===== src/rtl/shared_adder_arbiter.sv =====
`default_nettype none
// ============================================================================
// Module      : shared_adder_arbiter
// Description : Round-robin arbiter sharing one external adder between two
//               requesters, with a settle delay before the sum is captured.
// Revision    : 1.0 - initial release
// ============================================================================
module shared_adder_arbiter #(
    parameter int WIDTH  = 4,
    parameter int SETTLE = 2
) (
    input  logic             Clock,
    input  logic             Reset,
    input  logic             req0,
    input  logic             req1,
    input  logic [WIDTH-1:0] a0,
    input  logic [WIDTH-1:0] b0,
    input  logic [WIDTH-1:0] a1,
    input  logic [WIDTH-1:0] b1,
    output logic             sel,
    output logic [WIDTH-1:0] add_a,
    output logic [WIDTH-1:0] add_b,
    input  logic [WIDTH-1:0] add_sum,
    input  logic             add_cout,
    output logic             gnt0,
    output logic             gnt1,
    output logic             done0,
    output logic             done1,
    output logic [WIDTH-1:0] result,
    output logic             cout,
    output logic             busy
);

    localparam logic [3:0] c_CNT_LAST = 4'(SETTLE - 1);

    typedef enum logic [1:0] {
        S_IDLE = 2'd0,
        S_WAIT = 2'd1,
        S_DONE = 2'd2
    } state_t;

    state_t           r_state;
    state_t           w_state_nxt;
    logic [3:0]       r_cnt;
    logic             r_last;
    logic             r_sel;
    logic [WIDTH-1:0] r_add_a;
    logic [WIDTH-1:0] r_add_b;
    logic             r_gnt0;
    logic             r_gnt1;
    logic             r_done0;
    logic             r_done1;
    logic [WIDTH-1:0] r_result;
    logic             r_cout;

    logic             w_win;
    logic             w_start;
    logic             w_capture;
    logic             w_finish;

    // On a tie the requester that was not served last wins.
    always_comb begin
        w_state_nxt = r_state;
        w_start     = 1'b0;
        w_capture   = 1'b0;
        w_finish    = 1'b0;
        w_win       = (req0 && req1) ? ~r_last : req1;
        case (r_state)
            S_IDLE: begin
                if (req0 || req1) begin
                    w_start     = 1'b1;
                    w_state_nxt = S_WAIT;
                end
            end
            S_WAIT: begin
                if (r_cnt == c_CNT_LAST) begin
                    w_capture   = 1'b1;
                    w_state_nxt = S_DONE;
                end
            end
            S_DONE: begin
                w_finish    = 1'b1;
                w_state_nxt = S_IDLE;
            end
            default: w_state_nxt = S_IDLE;
        endcase
    end

    always_ff @(posedge Clock) begin
        if (Reset) begin
            r_state  <= S_IDLE;
            r_cnt    <= 4'd0;
            r_last   <= 1'b1;
            r_sel    <= 1'b0;
            r_add_a  <= '0;
            r_add_b  <= '0;
            r_gnt0   <= 1'b0;
            r_gnt1   <= 1'b0;
            r_done0  <= 1'b0;
            r_done1  <= 1'b0;
            r_result <= '0;
            r_cout   <= 1'b0;
        end else begin
            r_state <= w_state_nxt;
            if (w_start) begin
                r_sel   <= w_win;
                r_gnt0  <= ~w_win;
                r_gnt1  <= w_win;
                r_add_a <= w_win ? a1 : a0;
                r_add_b <= w_win ? b1 : b0;
                r_cnt   <= 4'd0;
            end
            if (r_state == S_WAIT) begin
                r_cnt <= r_cnt + 4'd1;
            end
            // r_sel still identifies the winner while the transaction is live.
            if (w_capture) begin
                r_result <= add_sum;
                r_cout   <= add_cout;
                r_done0  <= ~r_sel;
                r_done1  <= r_sel;
            end
            if (w_finish) begin
                r_done0 <= 1'b0;
                r_done1 <= 1'b0;
                r_gnt0  <= 1'b0;
                r_gnt1  <= 1'b0;
                r_last  <= r_sel;
            end
        end
    end

    assign sel    = r_sel;
    assign add_a  = r_add_a;
    assign add_b  = r_add_b;
    assign gnt0   = r_gnt0;
    assign gnt1   = r_gnt1;
    assign done0  = r_done0;
    assign done1  = r_done1;
    assign result = r_result;
    assign cout   = r_cout;
    assign busy   = (r_state != S_IDLE);

endmodule
`default_nettype wire


===== config.mk =====
export PLATFORM = sky130hd
export DESIGN_NAME = shared_adder_arbiter
export DESIGN_NICKNAME = d
export VERILOG_FILES = /design/src/rtl/shared_adder_arbiter.sv
export SDC_FILE = /design/constraint.sdc
export NUM_CORES = 1
export LEC_CHECK = 0
export CAP_MARGIN = 25
export CORE_ASPECT_RATIO = 1.5
export CORE_MARGIN = 4
export CORE_UTILIZATION = 50
export CTS_BUF_LIST = sky130_fd_sc_hd__clkbuf_16
export DETAILED_ROUTE_END_ITERATION = 10
export DONT_BUFFER_PORTS = 1
export SLEW_MARGIN = 25
export SYNTH_ARGS = -nofsm -noshare
export SYNTH_HDL_FRONTEND = slang
export SYNTH_SLANG_ARGS = --single-unit
export TNS_END_PERCENT = 5

===== constraint.sdc =====
create_clock -name Clock -period 2.4 [get_ports Clock]
set_input_delay 0.24 -clock Clock [delete_from_list [all_inputs] [get_ports Clock]]
set_output_delay 0.24 -clock Clock [all_outputs]
set_load 0.1 [all_outputs]

Yosys cells after proc, flatten, opt, wreduce, memory -nomap -nowiden
Cells that the tools add are included.

word-level totals
  register bits = 25
  bits of input ports = 25
  output and inout bits = 19
  logic and storage cells = 41

operators by class
  $add $sub $neg = 1
  eq/ne operators = 5
  muxes and demuxes = 13
  bitwise operators = 3
  reductions and logical operators = 7

operator list
  operator               count
  $mux W4                4
  $mux W1                6
  $add A4 B1 Y4 const B  1
  $eq A4 B1 Y1 const B   1
  $mux W2                2
  $ne A2 B2 Y1 const B   2
  $pmux W2 S2            1
  $reduce_bool A2 Y1     2
  $not A1 Y1             3
  $eq A2 B1 Y1 const B   1
  $eq A2 B2 Y1 const B   1
  $logic_not A2 Y1       1
  $reduce_and A2 Y1      1
  $reduce_or A2 Y1       1
  $logic_and A1 B1 Y1    1
  $logic_or A1 B1 Y1     1

Logic depth before layout (Yosys ltp)
Gate-level depths: netlist (run 1).

  depth after elaboration = 5
  mapped depth = 5

Least setup slack after synthesis (run 1)
No wires, ideal clock.

  kind = reg-to-reg
  start = register r_sel (netlist: sel)
  end = register r_done0 (netlist: done0)
  library setup time = 0.118 ns
  arrival time = 1.212 ns
  required time = 2.282 ns
  path slack = 1.069 ns
  cell stages (with the launch flop) = 3
  path buffers = 0
  clock period less this slack = 1.331 ns
  cell sequence = dfxtp_1 -> or2_0 -> a21oi_1

on the way
  cells in the longest elaborated chain, start to end = 1

ends and longest elaborated chain
  item                      line  text
  start: declaration        46    logic r_sel;
  start signal: assignment  106   r_sel <= w_win;
  $not A1 Y1                120   r_done0 <= ~r_sel;
  end signal: assignment    120
  end: declaration          51    logic r_done0;

Every way passes these cells.
A chain may end at the register's enable or synchronous reset.

Worst setup path in the final report (run 1)
  start = register r_state[1]
  end = output port busy

on the way
  cells in the longest elaborated chain, start to end = 1

ends and longest elaborated chain
  item                      line  text
  start: declaration        42    state_t r_state;
  start signal: assignment  104   r_state <= w_state_nxt;
  $reduce_bool A2 Y1        142   assign busy = (r_state != S_IDLE);
  end: declaration          31    output logic busy

Every way passes these cells.

==> results.yml, run 1 <==
hold_path:
  worst_hold_startpoint: "Reset"
  hold_end: "add_b[2]"
  holdCritPathClass: "in2reg"
  hold_depth: 1
sta:
  slew_viol_final: 0
  worst_slew_margin_rel_pct: 45.1
  fin_tns_setup_ns: 0
  setup_viol: 0
  clock.fmax_mhz: 626
  worst-slew-pin-transition_ns: 0.822
  rsz_0062_raised_after_global_routing: "no"
  finalHoldViolCount: 0
  final_cycle_share_pct: 66.6
  fin_worst_skew_ns: 0.00227
  worst_hold_slack_ns: 0.0468
  finalCriticalPeriod_ns: 1.60
floorplanning:
  die-width_microns: 44.6
  std_cell_rows: 19
  start_util_pct: 53.6
  die-area_sq_um: 2810
  die-height_microns: 63.0
  core_region_area_sq_um: 1880
  pin_count: 44
finish:
  post_route_cells_drive_above_1_share_pct: 19.4
  insertedDiodeCount: 0
  finalCoreUtilization_pct: 65.2
  mostFrequentLayoutCells: "sky130_fd_sc_hd__dfxtp_1 (25), sky130_fd_sc_hd__buf_4 (18), sky130_fd_sc_hd__a21oi_1 (17), sky130_fd_sc_hd__nor2_1 (13), sky130_fd_sc_hd__nand2_1 (12)"
  areaGrowthSynthToFinish_pct: 21.6
  final.fill_count: 154
  final_common_cell: "sky130_fd_sc_hd__dfxtp_1"
  fin_cells: 150
  nets: 157
clock_tree:
  cts_buffer_depth: 2
  clock_sink_count: 25
  h-tree-depth: 1
  tritoncts_clock_tree: "done"
  cts.repair.resized: 0
  holdBufCountCts: 0
  post-cts-setup-buffer-count: 0
  cts_buffers: 3
  worstSkewPairLatency_ns: 0.26
  clock-root-buffer: "sky130_fd_sc_hd__clkbuf_16"
  clkSlewWorstSetupHoldPaths_ns: 0.06
power_and_ir_drop:
  total_leakage_power_uw: 0.000549
  cellInternalPower_uw: 720
  power.density_cell_area_nw_per_um2: 882
  netSwitchingPower_uw: 360
  vdd_ir_drop_max_mv: 0.547
  p_clk_share_pct: 33.0
  power.share.sequential_pct: 41.9
  power.share.switching_pct: 33.3
  power.combinational.fraction_pct: 25.1
routing:
  detail-route-antenna-nets: 0
  drtPass1Iterations: 4
  drt-initial-drc-count: 15
  drt-wirelength-per-cell_microns: 14.0
  drt_wl_total_microns: 2100
  vias_per_cell: 5.55
  post_route_drc_violation_count: 0
  detailroute.via_count: 833
setup_path:
  worst-setup-path-type: "reg2out"
  timing.critical_path.required_ns: 2.16
  worst_path_buf_inv: 1
  r2r_start: "r_state[1]"
  timing.rr.end: "add_a[0]"
  ff2ff_setup_slack_ns: 1.07
  path_cells: "nor2_2 > inv_1"
  critical_path.max_fanout: 5
  cp-end-kind: "primary output"
  cp_top_family: "buffers and inverters"
  crit_arrival_ns: 1.36
  slowest_stage: "sky130_fd_sc_hd__inv_1"
  cp_slowest_stage_delay_ns: 0.61
  crit_path_start_kind: "register"
  worst_r2r_path_depth: 4
run_status:
  result_of_the_run: "complete, no violations"
global_routing:
  grt_max_degree: 24
  grt_use_total_pct: 16.1
  first_global_vias: 801
  global_route_wire_length_before_repair_microns: 3390
  grt_overflow: 0
  grt_antenna_before_repair: 0
placement:
  buffer_ports.inserted: 0
  dp_cells: 146
  place.gp.congestion: 0.672
  place.detailed.hpwl_microns: 1540
logic_synthesis:
  asyncSetResetFlopFracSynth_pct: 0
  ys_warn_count: 0
  ys_types: 23
  edff_count_synth: 0
  mappedNetlistNets: 139
  syn-cell-area_sq_um: 1010
  count_of_mapped_cells_out_of_synthesis: 112
  ys_seq_area_share_pct: 49.7
  synth_flop_cell: "sky130_fd_sc_hd__dfxtp_1"
  post_synthesis_register_bit_count: 25
  synth_area_per_cell_sq_um: 8.99
run:
  maximum_capacitance_violations: 0
layer usage:
layer  track usage [%]  part of all wire (%)  vias up
met3              2.88                   6.3        5
met5                 0                     0        -
met2              29.0                    53       26
met4              10.6                   2.6        0
li1                  -                     -      422
met1              15.5                    38      380
cell families (layout without fill, tap and decap cells):
logic type / count (synthesis) / in the layout / synth area share, %
multiplexers: 7 / 7 / 6.96
buffers and inverters: 7 / 24 / 2.98
flip-flops: 25 / 25 / 49.7
adder cells (fa/ha/maj): 2 / 2 / 2.48
AND/OR/NAND/NOR: 42 / 42 / 20.9
AO/OA/AOI/OAI: 29 / 29 / 17.0
layout make-up:
class                      instances  area (sq um)  share of cell area [%]
clock buffer                       3          75.1                    6.13
clock inverter                     1          3.75                   0.306
inverter                           2          7.51                   0.613
multi-input combinational         80           477                    38.9
sequential                        25           500                    40.9
tap                               21          26.3                    2.15
timing repair buffer              18           135                    11.0
power by group through the flow:
stage	logic, uW	clock network, uW	registers, uW
2_1_floorplan	94.9	0	599
3_3_place_gp	272	0	460
3_5_place_dp	274	0	461
4_1_cts	274	367	453
5_1_grt	285	380	455
6_report	271	356	453
cells in the mapped netlist, types with 2 or more instances:
cell | number | area share [%]
sky130_fd_sc_hd__mux2i_1 | 7 | 7.0
sky130_fd_sc_hd__clkbuf_1 | 2 | 0.75
sky130_fd_sc_hd__inv_1 | 2 | 0.75
sky130_fd_sc_hd__buf_2 | 3 | 1.5
sky130_fd_sc_hd__or2_0 | 2 | 1.2
sky130_fd_sc_hd__a22oi_1 | 8 | 6.0
sky130_fd_sc_hd__nand3_1 | 2 | 0.99
sky130_fd_sc_hd__dfxtp_1 | 25 | 50
sky130_fd_sc_hd__a21oi_1 | 17 | 8.4
sky130_fd_sc_hd__ha_1 | 2 | 2.5
sky130_fd_sc_hd__nor2_1 | 13 | 4.8
sky130_fd_sc_hd__and3_1 | 2 | 1.2
sky130_fd_sc_hd__nand2b_1 | 6 | 3.7
sky130_fd_sc_hd__nand2_1 | 12 | 4.5
worst register-to-register path, cell delays in order (launching register included):
cell and delay (ns):
sky130_fd_sc_hd__dfxtp_1 0.35, sky130_fd_sc_hd__nor2_2 0.19, sky130_fd_sc_hd__and3_1 0.40, sky130_fd_sc_hd__a22oi_1 0.14, sky130_fd_sc_hd__a21oi_1 0.18
state kept, by name, summed over array words and instances (netlist names):
name	flops
add_a	4
done1	1
r_state	2
add_b	4
result	4
sel	1
gnt1	1
done0	1
cout	1
gnt0	1
r_last	1
r_cnt	4
metrics by stage:
stage                     instance area [sq um]  total power [uW]  setup slack, ns
after global routing                       1220              1120            0.751
final                                      1220              1080            0.802
after global placement                     1150               732             1.12
after detailed placement                   1150               735             1.07
after CTS                                  1220              1090            0.807
after floorplan                            1010               694             1.07
worst max-delay path by stage:
| stage | start | endpoint | cells after the start |
|---|---|---|---|
| floorplan | sel | done0 | 2 |
| global placement | r_state[1] | busy | 2 |
| detailed placement | r_state[1] | add_a[0] | 4 |
| CTS | r_state[1] | busy | 2 |
| global route | r_state[1] | busy | 2 |
| finish | r_state[1] | busy | 2 |
Note: power is estimated with default switching activity, not from simulation.
==> run 2, diff against run 1 <==
PLACE_DENSITY = 0.68   (was unset)
clock period = 1.46 ns   (was 2.4 ns; I/O delays follow)
==> results.yml, run 2 (synthesis results as in run 1) <==
run_status:
  result_of_the_run: "complete, no violations"
clock_tree:
  clkSlewWorstSetupHoldPaths_ns: 0.06
  worstSkewPairLatency_ns: 0.25
  post-cts-setup-buffer-count: 0
  holdBufCountCts: 1
  cts_buffers: 3
  clock-root-buffer: "sky130_fd_sc_hd__clkbuf_16"
  clock_sink_count: 25
  h-tree-depth: 1
  cts.repair.resized: 0
  cts_buffer_depth: 2
  tritoncts_clock_tree: "done"
setup_path:
  path_cells: "nor2_2 > and3_1 > a22oi_1 > a21oi_1"
  slowest_stage: "sky130_fd_sc_hd__and3_1"
  r2r_start: "r_state[1]"
  cp-end-kind: "register"
  worst_path_buf_inv: 0
  crit_path_start_kind: "register"
  timing.rr.end: "add_b[3]"
  cp_slowest_stage_delay_ns: 0.38
  critical_path.max_fanout: 9
  timing.critical_path.to: "add_b[3]"
  timing.critical_path.required_ns: 1.64
  worst_r2r_path_depth: 4
  crit_arrival_ns: 1.49
  cp_top_family: "simple AND/OR/NAND/NOR gates"
  timing.critical_path.depth: 4
  setup.worst_path.start: "r_state[1]"
  worst-setup-path-type: "reg2reg"
  ff2ff_setup_slack_ns: 0.14
sta:
  fin_worst_skew_ns: 0.00146
  worst-slew-pin-transition_ns: 0.750
  slew_viol_final: 0
  fin_tns_setup_ns: 0
  timing.final.ws_setup_ns: 0.143
  finalHoldViolCount: 0
  worst_slew_margin_rel_pct: 49.8
  final_cycle_share_pct: 90.2
  setup_viol: 0
  clock.fmax_mhz: 759
  rsz_0062_raised_after_global_routing: "no"
  finalCriticalPeriod_ns: 1.32
global_routing:
  grt_max_degree: 23
  first_global_vias: 823
  grt_use_total_pct: 16.0
  most_used_routing_layer_in_global_routing: "met2"
  grtUsageMet1_pct: 19.2
  grt_antenna_before_repair: 0
  met2_usage_pct: 26.1
  grt_overflow: 0
  met3_resource_use_gr_pct: 4.03
  global_route_wire_length_before_repair_microns: 3540
finish:
  mostFrequentLayoutCells: "sky130_fd_sc_hd__dfxtp_1 (25), sky130_fd_sc_hd__buf_4 (19), sky130_fd_sc_hd__a21oi_1 (17), sky130_fd_sc_hd__nor2_1 (13), sky130_fd_sc_hd__nand2_1 (12)"
  post_route_cells_drive_above_1_share_pct: 19.8
  finalCoreUtilization_pct: 66.2
  areaGrowthSynthToFinish_pct: 23.4
  final_common_cell: "sky130_fd_sc_hd__dfxtp_1"
  insertedDiodeCount: 0
  nets: 159
floorplanning:
  std_cell_rows: 19
  core_region_area_sq_um: 1880
  start_util_pct: 53.6
  die-area_sq_um: 2810
  pin_count: 44
  die-width_microns: 44.6
  die-height_microns: 63.0
power_and_ir_drop:
  vdd_ir_drop_max_mv: 1.08
  total_power_uw: 1800
  total_leakage_power_uw: 0.000558
  power.density_cell_area_nw_per_um2: 1450
placement:
  pre_cts_ws_ns: 0.161
  buffer_ports.inserted: 0
  place.gp.congestion: 0.699
  place.detailed.hpwl_microns: 1540
routing:
  drt_wl_total_microns: 2150
  drtPass1Iterations: 4
  detail-route-antenna-nets: 0
  drt-initial-drc-count: 33
  drt-wirelength-per-cell_microns: 14.1
  vias_per_cell: 5.61
  post_route_drc_violation_count: 0
  detailroute.via_count: 853
hold_path:
  worst_hold_startpoint: "a1[3]"
  holdCritPathClass: "in2reg"
run:
  maximum_capacitance_violations: 0
[run 2: how the worst min path moves through the flow]
| stage | slack, ns | cells past startpoint | to |
|---|---|---|---|
| 2_1_floorplan | 0.23 | 1 | r_cnt[2] |
| 3_3_place_gp | 0.22 | 1 | add_b[1] |
| 3_5_place_dp | 0.22 | 1 | add_b[1] |
| 4_1_cts | 0.02 | 2 | add_a[3] |
| 5_1_grt | 0.03 | 2 | add_a[0] |
| 6_report | 0.02 | 2 | add_a[3] |
[run 2: report_power, final]
| group | switching [uW] | internal, uW | total (uW) |
|---|---|---|---|
| clock | 227 | 366 | 593 |
| sequential | 27.1 | 723 | 750 |
| combinational | 355 | 102 | 456 |
| total | 609 | 1190 | 1800 |
[run 2: area by class of cell]
| cell class | count | area (sq um) |
|---|---|---|
| fillers | 157 | 636 |
| flip-flops and latches | 25 | 500 |
| multi-input cells | 80 | 477 |
| repair buffers | 20 | 153 |
| clock buffers | 3 | 75.1 |
| well taps | 21 | 26.3 |
| inverters | 2 | 7.51 |
| clock inverters | 1 | 3.75 |
[run 2: metal layers]
metal	share of wire, %	vias to the layer above
li1	-	423
met1	38	396
met2	51	34
met3	10	0
met4	0	0
met5	0	-
[run 2: through the flow]
stage | instances | area, sq um | hold slack (ns)
6_report | 152 | 1240 | 0.0208
5_1_grt | 152 | 1240 | 0.0291
4_1_cts | 152 | 1240 | 0.0204
3_5_place_dp | 147 | 1150 | 0.221
3_3_place_gp | 147 | 1150 | 0.218
2_1_floorplan | 112 | 1010 | 0.225
[run 2: worst register-to-register path: stages (launching register included)]
cell	delay, ns
sky130_fd_sc_hd__dfxtp_1	0.34
sky130_fd_sc_hd__nor2_2	0.18
sky130_fd_sc_hd__and3_1	0.38
sky130_fd_sc_hd__a22oi_1	0.15
sky130_fd_sc_hd__a21oi_1	0.19
==> run 3, diff against run 2 <==
PLACE_DENSITY = unset   (was 0.68)
RECOVER_POWER = 100   (was unset)
clock period = 1.3 ns   (was 1.46 ns; I/O delays follow)
==> results.yml, run 3 (synthesis results as in run 1) <==
sta:
  setup_viol: 0
  slew_viol_final: 0
  final_cycle_share_pct: 94.7
  worst-slew-pin-transition_ns: 0.791
  fin_worst_skew_ns: 0.00226
  rsz_0062_raised_after_global_routing: "yes"
  worst_slew_margin_rel_pct: 47.2
  clock.fmax_mhz: 812
  finalHoldViolCount: 0
  timing.final.ws_setup_ns: 0.0683
  finalCriticalPeriod_ns: 1.23
floorplanning:
  start_util_pct: 53.6
  pin_count: 44
  die-width_microns: 44.6
  die-height_microns: 63.0
  std_cell_rows: 19
  core_region_area_sq_um: 1880
  die-area_sq_um: 2810
setup_path:
  crit_arrival_ns: 1.42
  critical_path.max_fanout: 9
  cp_top_family: "simple AND/OR/NAND/NOR gates"
  worst_r2r_path_depth: 4
  timing.critical_path.required_ns: 1.49
  cp_slowest_stage_delay_ns: 0.34
  r2r_start: "r_state[1]"
  worst-setup-path-type: "reg2reg"
  setup.worst_path.start: "r_state[1]"
  slowest_stage: "sky130_fd_sc_hd__dfxtp_2"
  path_cells: "and2b_2 > nand3_4 > or2_0 > a21oi_2"
  crit_path_start_kind: "register"
  ff2ff_setup_slack_ns: 0.07
  timing.rr.end: "done0"
  cp-end-kind: "register"
  worst_path_buf_inv: 0
hold_path:
  worst_hold_startpoint: "b1[1]"
  hold_end: "add_b[1]"
  holdCritPathClass: "in2reg"
  hold_depth: 2
global_routing:
  global_route_wire_length_before_repair_microns: 3720
  grt_overflow: 0
  grt_use_total_pct: 17.4
  grt_max_degree: 23
  first_global_vias: 860
  grt_antenna_before_repair: 0
finish:
  final.fill_count: 160
  insertedDiodeCount: 0
  mostFrequentLayoutCells: "sky130_fd_sc_hd__dfxtp_1 (21), sky130_fd_sc_hd__a21oi_1 (16), sky130_fd_sc_hd__clkbuf_2 (14), sky130_fd_sc_hd__nor2_1 (13), sky130_fd_sc_hd__nand2_1 (12)"
  nets: 162
  areaGrowthSynthToFinish_pct: 25.6
  final_common_cell: "sky130_fd_sc_hd__dfxtp_1"
  fin_cells: 155
  post_route_cells_drive_above_1_share_pct: 27.6
routing:
  post_route_drc_violation_count: 0
  drt_wl_total_microns: 2340
  drt-initial-drc-count: 13
  vias_per_cell: 5.52
  drt-wirelength-per-cell_microns: 15.1
  detail-route-antenna-nets: 0
  detailroute.via_count: 855
  drtPass1Iterations: 4
placement:
  place.gp.congestion: 0.695
  place.detailed.hpwl_microns: 1720
  buffer_ports.inserted: 0
  pre_cts_ws_ns: 0.0385
  dp_cells: 149
power_and_ir_drop:
  vdd_ir_drop_max_mv: 1.09
  total_leakage_power_uw: 0.000579
  power.density_cell_area_nw_per_um2: 1610
clock_tree:
  h-tree-depth: 1
  cts_buffer_depth: 2
  clkSlewWorstSetupHoldPaths_ns: 0.06
  worstSkewPairLatency_ns: 0.26
  cts_buffers: 3
  tritoncts_clock_tree: "done"
  clock-root-buffer: "sky130_fd_sc_hd__clkbuf_16"
  clock_sink_count: 25
run_status:
  result_of_the_run: "complete, no violations"
run:
  maximum_capacitance_violations: 0
==> run 3: cell types whose count changed in the layout (fill, tap and decap cells not counted), sizes merged <==
cell,before,now
buf,19,8
clkbuf,3,17
dlygate4sd3,1,0
dlymetal6s4s,0,1
==> run 3: worst max path at each step <==
stage,depth (start not counted),to
2_1_floorplan,2,add_b[3]
3_3_place_gp,4,done0
3_5_place_dp,4,done0
4_1_cts,4,add_b[3]
5_1_grt,4,done0
6_report,4,done0
==> run 3: layer usage <==
| metal | track usage, % | up-vias | routed length [microns] |
|---|---|---|---|
| li1 | - | 433 | - |
| met1 | 17.7 | 386 | 895 |
| met2 | 30.8 | 31 | 1190 |
| met3 | 5.19 | 5 | 205 |
| met4 | 7.92 | 0 | 43 |
| met5 | 0 | - | 0 |
==> run 3: through the flow <==
step	setup TNS, ns	cell area (sq um)	util [%]	hold slack (ns)	power (uW)
4_1_cts	0	1280	68.4	0.00460	2060
3_3_place_gp	0	1190	63.6	0.199	1390
6_report	0	1260	67.4	0.00514	2040
3_5_place_dp	0	1190	63.6	0.202	1400
2_1_floorplan	0	1010	-	0.209	1280
5_1_grt	-0.0462	1260	67.4	0.00830	2120
==> run 3: layout make-up <==
type	count	area (sq um)	area share, %
Sequential cell	25	505	40.0
Tap cell	21	26.3	2.08
Inverter	2	7.51	0.593
Clock buffer	3	75.1	5.93
Clock inverter	1	3.75	0.297
Timing Repair Buffer	23	158	12.5
Multi-Input combinational cell	80	489	38.7
==> run 3: report_power, final <==
group	total (uW)	internal, uW	switching [uW]	leakage (uW)
Clock	660	411	250	0.0000423
Sequential	843	814	29.5	0.000206
Combinational	538	128	410	0.000331
Total	2040	1350	689	0.000579
==> run 3: what timing repair did <==
item | CTS | global route
setup endpoints to repair | 0 | 19
hold buffers | 1 | 0
gates resized for setup | 0 | 8
setup buffers | 0 | 1
hold endpoints to repair | 22 | 0
